<file path="src/rtl/link_bist.sv">
// link_bist: synthesizable link traffic generator (tx side) and self-synchronising
// pattern checker (rx side) with saturating word, word-error and bit-error counters.
module link_bist #(
  parameter int unsigned        DATA_W      = 8,
  parameter logic [DATA_W-1:0]  POLY        = DATA_W'(8'hB8),
  parameter logic [DATA_W-1:0]  SEED        = DATA_W'(1),
  parameter logic [DATA_W-1:0]  PATTERN     = DATA_W'(8'hBC),
  parameter int unsigned        LOCK_COUNT  = 4,
  parameter int unsigned        UNLOCK_ERRS = 4,
  parameter int unsigned        CNT_W       = 16
) (
  input  logic              clk_bit,
  input  logic              rst_n,
  input  logic              enable,
  input  logic [1:0]        mode,
  input  logic              clear,
  output logic [DATA_W-1:0] tx_din,
  output logic              tx_din_valid,
  input  logic              tx_read_enable,
  input  logic [DATA_W-1:0] rx_d,
  input  logic              rx_valid,
  input  logic              rx_reframe,
  output logic              locked,
  output logic              err_pulse,
  output logic [CNT_W-1:0]  word_cnt,
  output logic [CNT_W-1:0]  word_err_cnt,
  output logic [CNT_W-1:0]  bit_err_cnt
);

  localparam int unsigned PC_W    = $clog2(DATA_W + 1);
  localparam int unsigned SUM_W   = ((CNT_W > PC_W) ? CNT_W : PC_W) + 1;
  localparam int unsigned MATCH_W = (LOCK_COUNT  > 1) ? $clog2(LOCK_COUNT)  : 1;
  localparam int unsigned MISS_W  = (UNLOCK_ERRS > 1) ? $clog2(UNLOCK_ERRS) : 1;
  localparam logic [CNT_W-1:0] CNT_MAX = '1;

  typedef enum logic [1:0] {
    HUNT   = 2'd0,
    SYNC   = 2'd1,
    LOCKED = 2'd2
  } chk_state_t;

  // Next word of the selected pattern.
  function automatic logic [DATA_W-1:0] next_word(input logic [DATA_W-1:0] x,
                                                  input logic [1:0]        m);
    logic [DATA_W-1:0] n;
    case (m)
      2'd0:    n = x + DATA_W'(1);
      2'd1:    n = (x >> 1) ^ (x[0] ? POLY : '0);
      2'd2:    n = PATTERN;
      default: n = {x[DATA_W-2:0], x[DATA_W-1]};
    endcase
    return n;
  endfunction

  // First word emitted after enable or a pattern switch.
  function automatic logic [DATA_W-1:0] seed_word(input logic [1:0] m);
    logic [DATA_W-1:0] s;
    case (m)
      2'd0:    s = '0;
      2'd1:    s = SEED;
      2'd2:    s = PATTERN;
      default: s = DATA_W'(1);
    endcase
    return s;
  endfunction

  // Number of set bits in a word.
  function automatic logic [PC_W-1:0] popcount(input logic [DATA_W-1:0] x);
    logic [PC_W-1:0] c;
    c = '0;
    for (int unsigned i = 0; i < DATA_W; i++) begin
      c = c + PC_W'(x[i]);
    end
    return c;
  endfunction

  logic              enable_q;
  logic [1:0]        mode_q;
  chk_state_t        state;
  logic [DATA_W-1:0] expected;
  logic [MATCH_W-1:0] match_cnt;
  logic [MISS_W-1:0] miss_cnt;

  logic              mode_chg;
  logic              force_hunt;
  logic              word_miss;
  logic [DATA_W-1:0] exp_next;
  logic [DATA_W-1:0] rx_next;
  logic [PC_W-1:0]   diff_bits;
  logic              word_upd;
  logic [CNT_W-1:0]  word_cnt_inc;
  logic [CNT_W-1:0]  word_err_inc;
  logic [SUM_W-1:0]  bit_sum;
  logic [CNT_W-1:0]  bit_err_add;

  // Shared decode for the checker and counters.
  assign mode_chg   = (mode != mode_q);
  assign force_hunt = rx_reframe | ~enable | mode_chg;
  assign word_miss  = (rx_d != expected);
  assign exp_next   = next_word(expected, mode);
  assign rx_next    = next_word(rx_d, mode);
  assign diff_bits  = popcount(rx_d ^ expected);
  assign word_upd   = rx_valid & ~force_hunt & (state == LOCKED);

  // Saturating increments; the bit sum is formed one bit wider so it cannot wrap.
  assign word_cnt_inc = (word_cnt     == CNT_MAX) ? CNT_MAX : word_cnt + CNT_W'(1);
  assign word_err_inc = (word_err_cnt == CNT_MAX) ? CNT_MAX : word_err_cnt + CNT_W'(1);
  assign bit_sum      = SUM_W'(bit_err_cnt) + SUM_W'(diff_bits);
  assign bit_err_add  = (bit_sum > SUM_W'(CNT_MAX)) ? CNT_MAX : CNT_W'(bit_sum);

  // Generator: seed on enable rise or pattern switch, advance when tx takes the word.
  always_ff @(posedge clk_bit or negedge rst_n) begin
    if (!rst_n) begin
      tx_din       <= '0;
      tx_din_valid <= 1'b0;
      enable_q     <= 1'b0;
      mode_q       <= 2'd0;
    end else begin
      enable_q <= enable;
      mode_q   <= mode;
      if (!enable) begin
        tx_din_valid <= 1'b0;
      end else if (!enable_q || mode_chg) begin
        tx_din       <= seed_word(mode);
        tx_din_valid <= 1'b1;
      end else if (tx_din_valid && tx_read_enable) begin
        tx_din <= next_word(tx_din, mode);
      end
    end
  end

  // Checker FSM: hunt for a seed word, confirm LOCK_COUNT matches, then track.
  always_ff @(posedge clk_bit or negedge rst_n) begin
    if (!rst_n) begin
      state     <= HUNT;
      expected  <= '0;
      match_cnt <= '0;
      miss_cnt  <= '0;
      locked    <= 1'b0;
      err_pulse <= 1'b0;
    end else begin
      err_pulse <= 1'b0;
      if (force_hunt) begin
        state  <= HUNT;
        locked <= 1'b0;
      end else if (rx_valid) begin
        case (state)
          HUNT: begin
            expected  <= rx_next;
            match_cnt <= '0;
            state     <= SYNC;
          end
          SYNC: begin
            if (!word_miss) begin
              expected <= exp_next;
              if (match_cnt == MATCH_W'(LOCK_COUNT - 1)) begin
                state    <= LOCKED;
                locked   <= 1'b1;
                miss_cnt <= '0;
              end else begin
                match_cnt <= match_cnt + MATCH_W'(1);
              end
            end else begin
              expected  <= rx_next;
              match_cnt <= '0;
            end
          end
          LOCKED: begin
            expected <= exp_next;
            if (word_miss) begin
              err_pulse <= 1'b1;
              if (miss_cnt == MISS_W'(UNLOCK_ERRS - 1)) begin
                state  <= HUNT;
                locked <= 1'b0;
              end else begin
                miss_cnt <= miss_cnt + MISS_W'(1);
              end
            end else begin
              miss_cnt <= '0;
            end
          end
          default: begin
            state  <= HUNT;
            locked <= 1'b0;
          end
        endcase
      end
    end
  end

  // Statistics counters; clear overrides any concurrent update.
  always_ff @(posedge clk_bit or negedge rst_n) begin
    if (!rst_n) begin
      word_cnt     <= '0;
      word_err_cnt <= '0;
      bit_err_cnt  <= '0;
    end else if (clear) begin
      word_cnt     <= '0;
      word_err_cnt <= '0;
      bit_err_cnt  <= '0;
    end else if (word_upd) begin
      word_cnt <= word_cnt_inc;
      if (word_miss) begin
        word_err_cnt <= word_err_inc;
        bit_err_cnt  <= bit_err_add;
      end
    end
  end

endmodule

</file>
<file path="config.mk">
export PLATFORM = sky130hd
export DESIGN_NAME = link_bist
export DESIGN_NICKNAME = d
export VERILOG_FILES = /design/src/rtl/link_bist.sv
export SDC_FILE = /design/constraint.sdc
export NUM_CORES = 1
export LEC_CHECK = 0
export ABC_CLOCK_PERIOD_IN_PS = 4160
export CORE_MARGIN = 2
export CORE_UTILIZATION = 30
export CTS_CLUSTER_SIZE = 40
export DETAILED_ROUTE_END_ITERATION = 6
export SLEW_MARGIN = 10
export SYNTH_ARGS = -nofsm -noshare
export SYNTH_HDL_FRONTEND = slang
export SYNTH_SLANG_ARGS = --single-unit
export TNS_END_PERCENT = 5
</file>
<file path="constraint.sdc">
create_clock -name clk_bit -period 4.16 [get_ports clk_bit]
set_input_delay 0.832 -clock clk_bit [delete_from_list [all_inputs] [get_ports clk_bit]]
set_output_delay 0.832 -clock clk_bit [all_outputs]
set_load 0.02 [all_outputs]
</file>
; ---- Word level (Yosys, flattened, before mapping)
; Index checks and enable logic that the tools add are counted.
[totals]
in_bits = 17
output_inout_bits = 59
word_cells = 128
reg_bits = 76
[classes]
eq_ne = 20
n_lt_le_gt_ge = 1
addsub = 15
reduce_logical = 19
bitwise_logic = 10
mux = 50
[ops]
columns = cell, count
row1 = 2-to-1 mux 16 bit, 11
row2 = case mux 8 bit (3 select lines), 4
row3 = 2-to-1 mux 8 bit, 6
row4 = adder 16 x 1 -> 16 bit (second input constant), 2
row5 = equality test 16 bit (second input constant), 2
row6 = adder 8 x 1 -> 8 bit (second input constant), 3
row7 = 2-to-1 mux 2 bit, 12
row8 = bitwise XOR 7 x 8 -> 8 bit, 3
row9 = adder 16 x 4 -> 17 bit, 1
row10 = greater-than comparator 17 x 16 -> 1 bit (second input constant), 1
row11 = adder 4 x 1 -> 4 bit, 4
row12 = case mux 8 bit (2 select lines), 1
row13 = inequality test 3 bit (second input constant), 5
row14 = 2-to-1 mux 1 bit, 12
row15 = AND reduction 6 bit, 2
row16 = nonzero test 2 bit, 6
row17 = equality test 2 bit (second input constant), 4
row18 = inequality test 8 bit, 1
row19 = case mux 2 bit (2 select lines), 2
row20 = bitwise XOR 8 bit, 1
row21 = inequality test 2 bit (second input constant), 3
row22 = case mux 2 bit (3 select lines), 1
row23 = AND reduction 5 bit, 1
row24 = adder 2 x 1 -> 2 bit (second input constant), 2
row25 = other kinds (19), 25

; ---- Logic depth before layout (Yosys ltp)
; Gate-level depths: netlist of run 1.
[depth]
ltp_word = 14
depth_mapped = 16
depth_no_buf = 14

; ---- Least setup slack after synthesis of run 1
; No wires, ideal clock.
[synth_timing]
path_type = input port to flip-flop
from = input rx_d[0]
to = register bit_err_cnt[7]
setup_time_ps = 147
required_time_ps = 4013
path_slack_ps = -579
stages = 16
t_arrival_ps = 4592
n_path_buf = 2
path_cell_list = buf_4 > xor2_1 > inv_1 > fa_1 > fa_1 > fa_1 > inv_1 > fa_1 > fa_1 > a21o_1 > a21oi_1 > or4b_1 > clkbuf_1 > o21ai_0 > a21oi_1 > a311oi_1
[synth_between]
elab_chain_len = 14
word_cells_on_any_way = 17
classes_between = add/sub: 8 / order compare: 1 / eq/ne: 1 / mux: 4 / bitwise: 1 / reduce/logical: 2
[synth_lines]
columns = element, line_no
row1 = from (decl), 20  ; input logic [DATA_W-1:0] rx_d,
row2 = bitwise XOR 8 bit, 102  ; assign diff_bits = popcount(rx_d ^ expected);
row3 = adder 1 x 1 -> 2 bit, 72  ; c = c + PC_W'(x[i]);
row4 = adder 2 x 1 -> 3 bit, 72
row5 = adder 3 x 1 -> 4 bit, 72
row6 = adder 4 x 1 -> 4 bit (4 in series), 72
row7 = adder 16 x 4 -> 17 bit, 108  ; assign bit_sum = SUM_W'(bit_err_cnt) + SUM_W'(diff_bits);
row8 = greater-than comparator 17 x 16 -> 1 bit, 109  ; assign bit_err_add = (bit_sum > SUM_W'(CNT_MAX)) ? CNT_MAX : CNT_W'(bit_sum);
row9 = 2-to-1 mux 16 bit, 109
row10 = 2-to-1 mux 16 bit, 203  ; if (word_miss) begin
row11 = 2-to-1 mux 16 bit, 201  ; end else if (word_upd) begin
row12 = 2-to-1 mux 16 bit, 197  ; end else if (clear) begin
row13 = to (signal assigned), 205  ; bit_err_cnt <= bit_err_add;
row14 = to (decl), 27  ; output logic [CNT_W-1:0] bit_err_cnt
; Parallel ways exist; a longest one is shown, timed or not. The select of a mux whose other input is x is not followed.
; A chain may end at the register's enable or synchronous reset.

; ---- Worst setup path after layout of run 1
[layout_timing]
from = input rx_d[0]
to = register bit_err_cnt[15]
; Same word-level chain as after synthesis.

==> impl_metrics.yaml, run 1 <==
yosys:
  async_flop_share: 1.00
  synthFlopType: "dfrtp_1"
  syn_area_per_cell_um2: 8.87
  synth_edf_count: 0
  synth_cell_types: 61
  ys_seq_area_frac: 0.365
  synth_seq_cells: 76
  synth_fp_nets: 629
  netlist_area_um2: 5220
  netlist_instances: 588
  synth.yosys.warnings: 0
  ys_top_cells_by_area: "dfrtp_1 36%, ha_1 4.6%, a21oi_1 4.4%"
  synth_top_area_frac: 0.365
  yosysTopAreaCell: "dfrtp_1"
sta:
  min_period_ns: 4.15
  rsz0062_at_grt: "yes"
  max_freq_mhz: 241
  slew_headroom: 0.331
  fin_crit_sh: 0.997
  hold_viol: 0
  whs_ns: 0.517
  report.final.slew_viol_count: 0
  setup_viol: 0
  worst-slew-pin-transition_ns: 1.00
  clock_skew_ns: 0.0110
place:
  port-buffer-count: 75
  dp_hpwl_um: 9550
  place_congestion: 0.819
  placed_area_um2: 6240
clock_tree:
  numCtsBuffers: 9
  cts_num_sinks: 76
  clock_latency_ns: 0.35
  cts.clk_slew.worst_paths_ns: 0.07
  holdBufCountCts: 0
  cts_tree: "done"
  clockBufferDepth: 2
  clockRootBuffer: "clkbuf_16"
  cts.htree.levels: 3
setup_path:
  end_kind: "flop"
  worstPathMaxFanout: 5
  arrival_ns: 4.38
  worstSetupPathType: "in -> reg"
  critPathRequiredTime_ns: 4.39
  crit_path_start_kind: "input pin"
global_routing:
  use_met2: 0.253
  track_usage: 0.156
  antenna_found_initial: 0
  grt_pass1_wl_um: 23300
  met1_usage: 0.208
  grt_max_degree: 77
  grt.overflow.total: 0
  grt_pass1_vias: 4623
  met3_usage: 0.0380
  grt-busiest-layer: "met2"
min_path:
  hold_class: "reg -> reg"
finish:
  drive_gt1_frac: 0.125
  antenna_cells: 0
  syn_to_final_growth_pct: 28.4
  final_area_um2: 6700
  nNetsFinal: 709
die:
  rows: 48
  die_area_um2: 18500
  core_area_um2: 17200
  start_util: 0.304
  die_h_um: 136
  dieWidth_um: 136
  ios: 76
routing:
  wirelength_um: 13700
  routedWlPerCell_um: 15.3
  dr_total_vias: 4706
  drc: 0
  drtIter0Drc: 215
  vias_per_cell: 5.24
  first_pass_iters: 4
  ant_nets: 0
power_and_ir_drop:
  ir_drop_mv: 0.272
  leakage_nw: 2.73
  pwr_density_cell_nw_per_um2: 382
job:
  cap_violations: 0
outcome:
  outcome: "finished clean"
-- kinds of logic (layout without fill, tap and decap cells) --
family / Yosys count / in the layout / share of synthesized area
XOR/XNOR: 37 / 37 / 0.0650
AO/OA/AOI/OAI: 161 / 161 / 0.206
multiplexers: 25 / 25 / 0.0506
flip-flops: 76 / 76 / 0.365
buffers and inverters: 57 / 142 / 0.0487
AND/OR/NAND/NOR: 208 / 208 / 0.200
adder cells (fa/ha/maj): 24 / 24 / 0.0647
-- stage by stage --
step	cells	setup slack, ns	power, W	setup TNS (ns)	util
2_1_floorplan	588	-0.291	0.00137	-3.29	-
3_3_place_gp	872	-0.779	0.00158	-11.51	0.363
3_5_place_dp	872	-0.931	0.00162	-13.55	0.363
4_1_cts	896	-0.154	0.00256	-0.878	0.389
5_1_grt	898	-0.119	0.00274	-0.510	0.390
6_report	898	0.0137	0.00256	0	0.390
-- path summary, 6_finish.rpt --
kind                        startpoint          endpoint  slack [ns]  cells after the start
max in group asynchronous        rst_n      word_cnt[10]        2.86                      1
min in group asynchronous        rst_n  word_err_cnt[11]        0.66                      1
setup / recovery               rx_d[0]   bit_err_cnt[15]        0.01                     16
hold reg to reg            miss_cnt[1]       miss_cnt[1]        0.52                      1
setup reg to reg           expected[0]   bit_err_cnt[15]        0.18                     15
hold / removal             miss_cnt[1]       miss_cnt[1]        0.52                      1
-- final cells by class --
cell class	count	area, um2
Fill cell	1740	10500
Multi-Input combinational cell	455	3140
Sequential cell	76	1900
Timing Repair Buffer	108	992
Tap cell	225	282
Clock buffer	11	253
Inverter	18	67.6
Clock inverter	5	65.1
-- worst max-delay path: stages --
cell,delay (ns)
buf_4,0.13
xor2_2,0.14
inv_1,0.08
fa_1,0.53
fa_1,0.43
fa_1,0.50
inv_2,0.04
fa_2,0.35
fa_2,0.36
a21o_1,0.22
a21oi_4,0.16
buf_6,0.13
nor3_2,0.06
nor2b_1,0.12
nand4_1,0.09
and3_1,0.20
-- registers in the layout (all words and copies together), names as in the netlist --
signal        cells
mode_q            2
word_err_cnt     16
word_cnt         16
match_cnt         2
err_pulse         1
miss_cnt          2
locked            1
state             2
expected          8
bit_err_cnt      16
tx_din            8
tx_din_valid      1
enable_q          1
-- cells in the mapped netlist (2+ instances only) --
cell type	instances
buf_2	10
ha_1	19
xnor2_2	2
a41oi_1	2
buf_6	3
a21oi_1	46
fa_1	5
or2_1	2
nand2b_1	2
o22ai_1	5
xor2_1	14
or3_1	2
o221ai_1	4
o31ai_1	7
mux2_1	2
or4b_1	2
nor4_1	4
clkbuf_1	22
and2_1	6
a22o_1	4
a211oi_1	6
nand3_1	35
and4_1	6
nand4_1	12
a221oi_2	2
a31oi_1	5
inv_1	17
a311oi_1	7
a21o_1	5
nor2_1	53
nor3_1	17
mux2_2	9
dfrtp_1	76
mux2i_1	14
o21a_1	8
nor3b_1	2
nand2_1	38
o21ai_0	12
o21ai_1	15
nor2b_1	4
and3_1	19
buf_1	2
xnor2_1	21
a22oi_1	23
-- repair_timing --
action                     4_1_cts  5_1_grt
setup endpoints to repair       16       16
gates resized for setup         19        4
setup buffers                    8        2
pin swaps                       19       10
-- where the power goes --
part | internal [W] | leakage [nW] | total, W | switching [W]
Clock | 0.000505 | 0.157 | 0.000850 | 0.000344
Combinational | 0.000447 | 1.56 | 0.000855 | 0.000409
Sequential | 0.000776 | 1.02 | 0.000851 | 0.0000748
-- cells in the final DEF, fill, tap and decap left out, drive strengths merged, types with 3 or more instances in the layout --
| cell | n |
|---|---|
| and2 | 7 |
| o221ai | 4 |
| and3 | 19 |
| o22ai | 5 |
| o31ai | 7 |
| a221oi | 3 |
| a311oi | 7 |
| a21oi | 46 |
| nand3 | 35 |
| dfrtp | 76 |
| nand2 | 38 |
| nor2 | 53 |
| a22o | 4 |
| clkdlybuf4s50 | 72 |
| nor3 | 18 |
| a22oi | 23 |
| o21ai | 28 |
| and4 | 6 |
| a211oi | 6 |
| buf | 36 |
| a31oi | 5 |
| a21o | 5 |
| xor2 | 14 |
| clkbuf | 11 |
| mux2i | 14 |
| mux2 | 11 |
| xnor2 | 23 |
| nor2b | 4 |
| o21a | 8 |
| fa | 5 |
| nand4 | 12 |
| nor4 | 4 |
| inv | 21 |
| ha | 19 |
-- routing by layer --
metal | part of all wire | vias to the layer above
met5 | 0 | -
met4 | 0.0082 | 0
met3 | 0.046 | 9
met2 | 0.47 | 110
met1 | 0.47 | 2273
li1 | - | 2314
No activity file was read; power rests on OpenSTA's default activity.
==> inputs of run 2 (changes only) <==
--- a/config.mk
+++ b/config.mk
@@ -10,6 +10,7 @@
 export CORE_UTILIZATION = 30
 export CTS_CLUSTER_SIZE = 40
 export DETAILED_ROUTE_END_ITERATION = 6
+export HOLD_SLACK_MARGIN = 0.1
 export SLEW_MARGIN = 10
 export SYNTH_ARGS = -nofsm -noshare
 export SYNTH_HDL_FRONTEND = slang
==> results of run 2 <==
No change in the layout: final DEF, timing and power equal those of run 1.
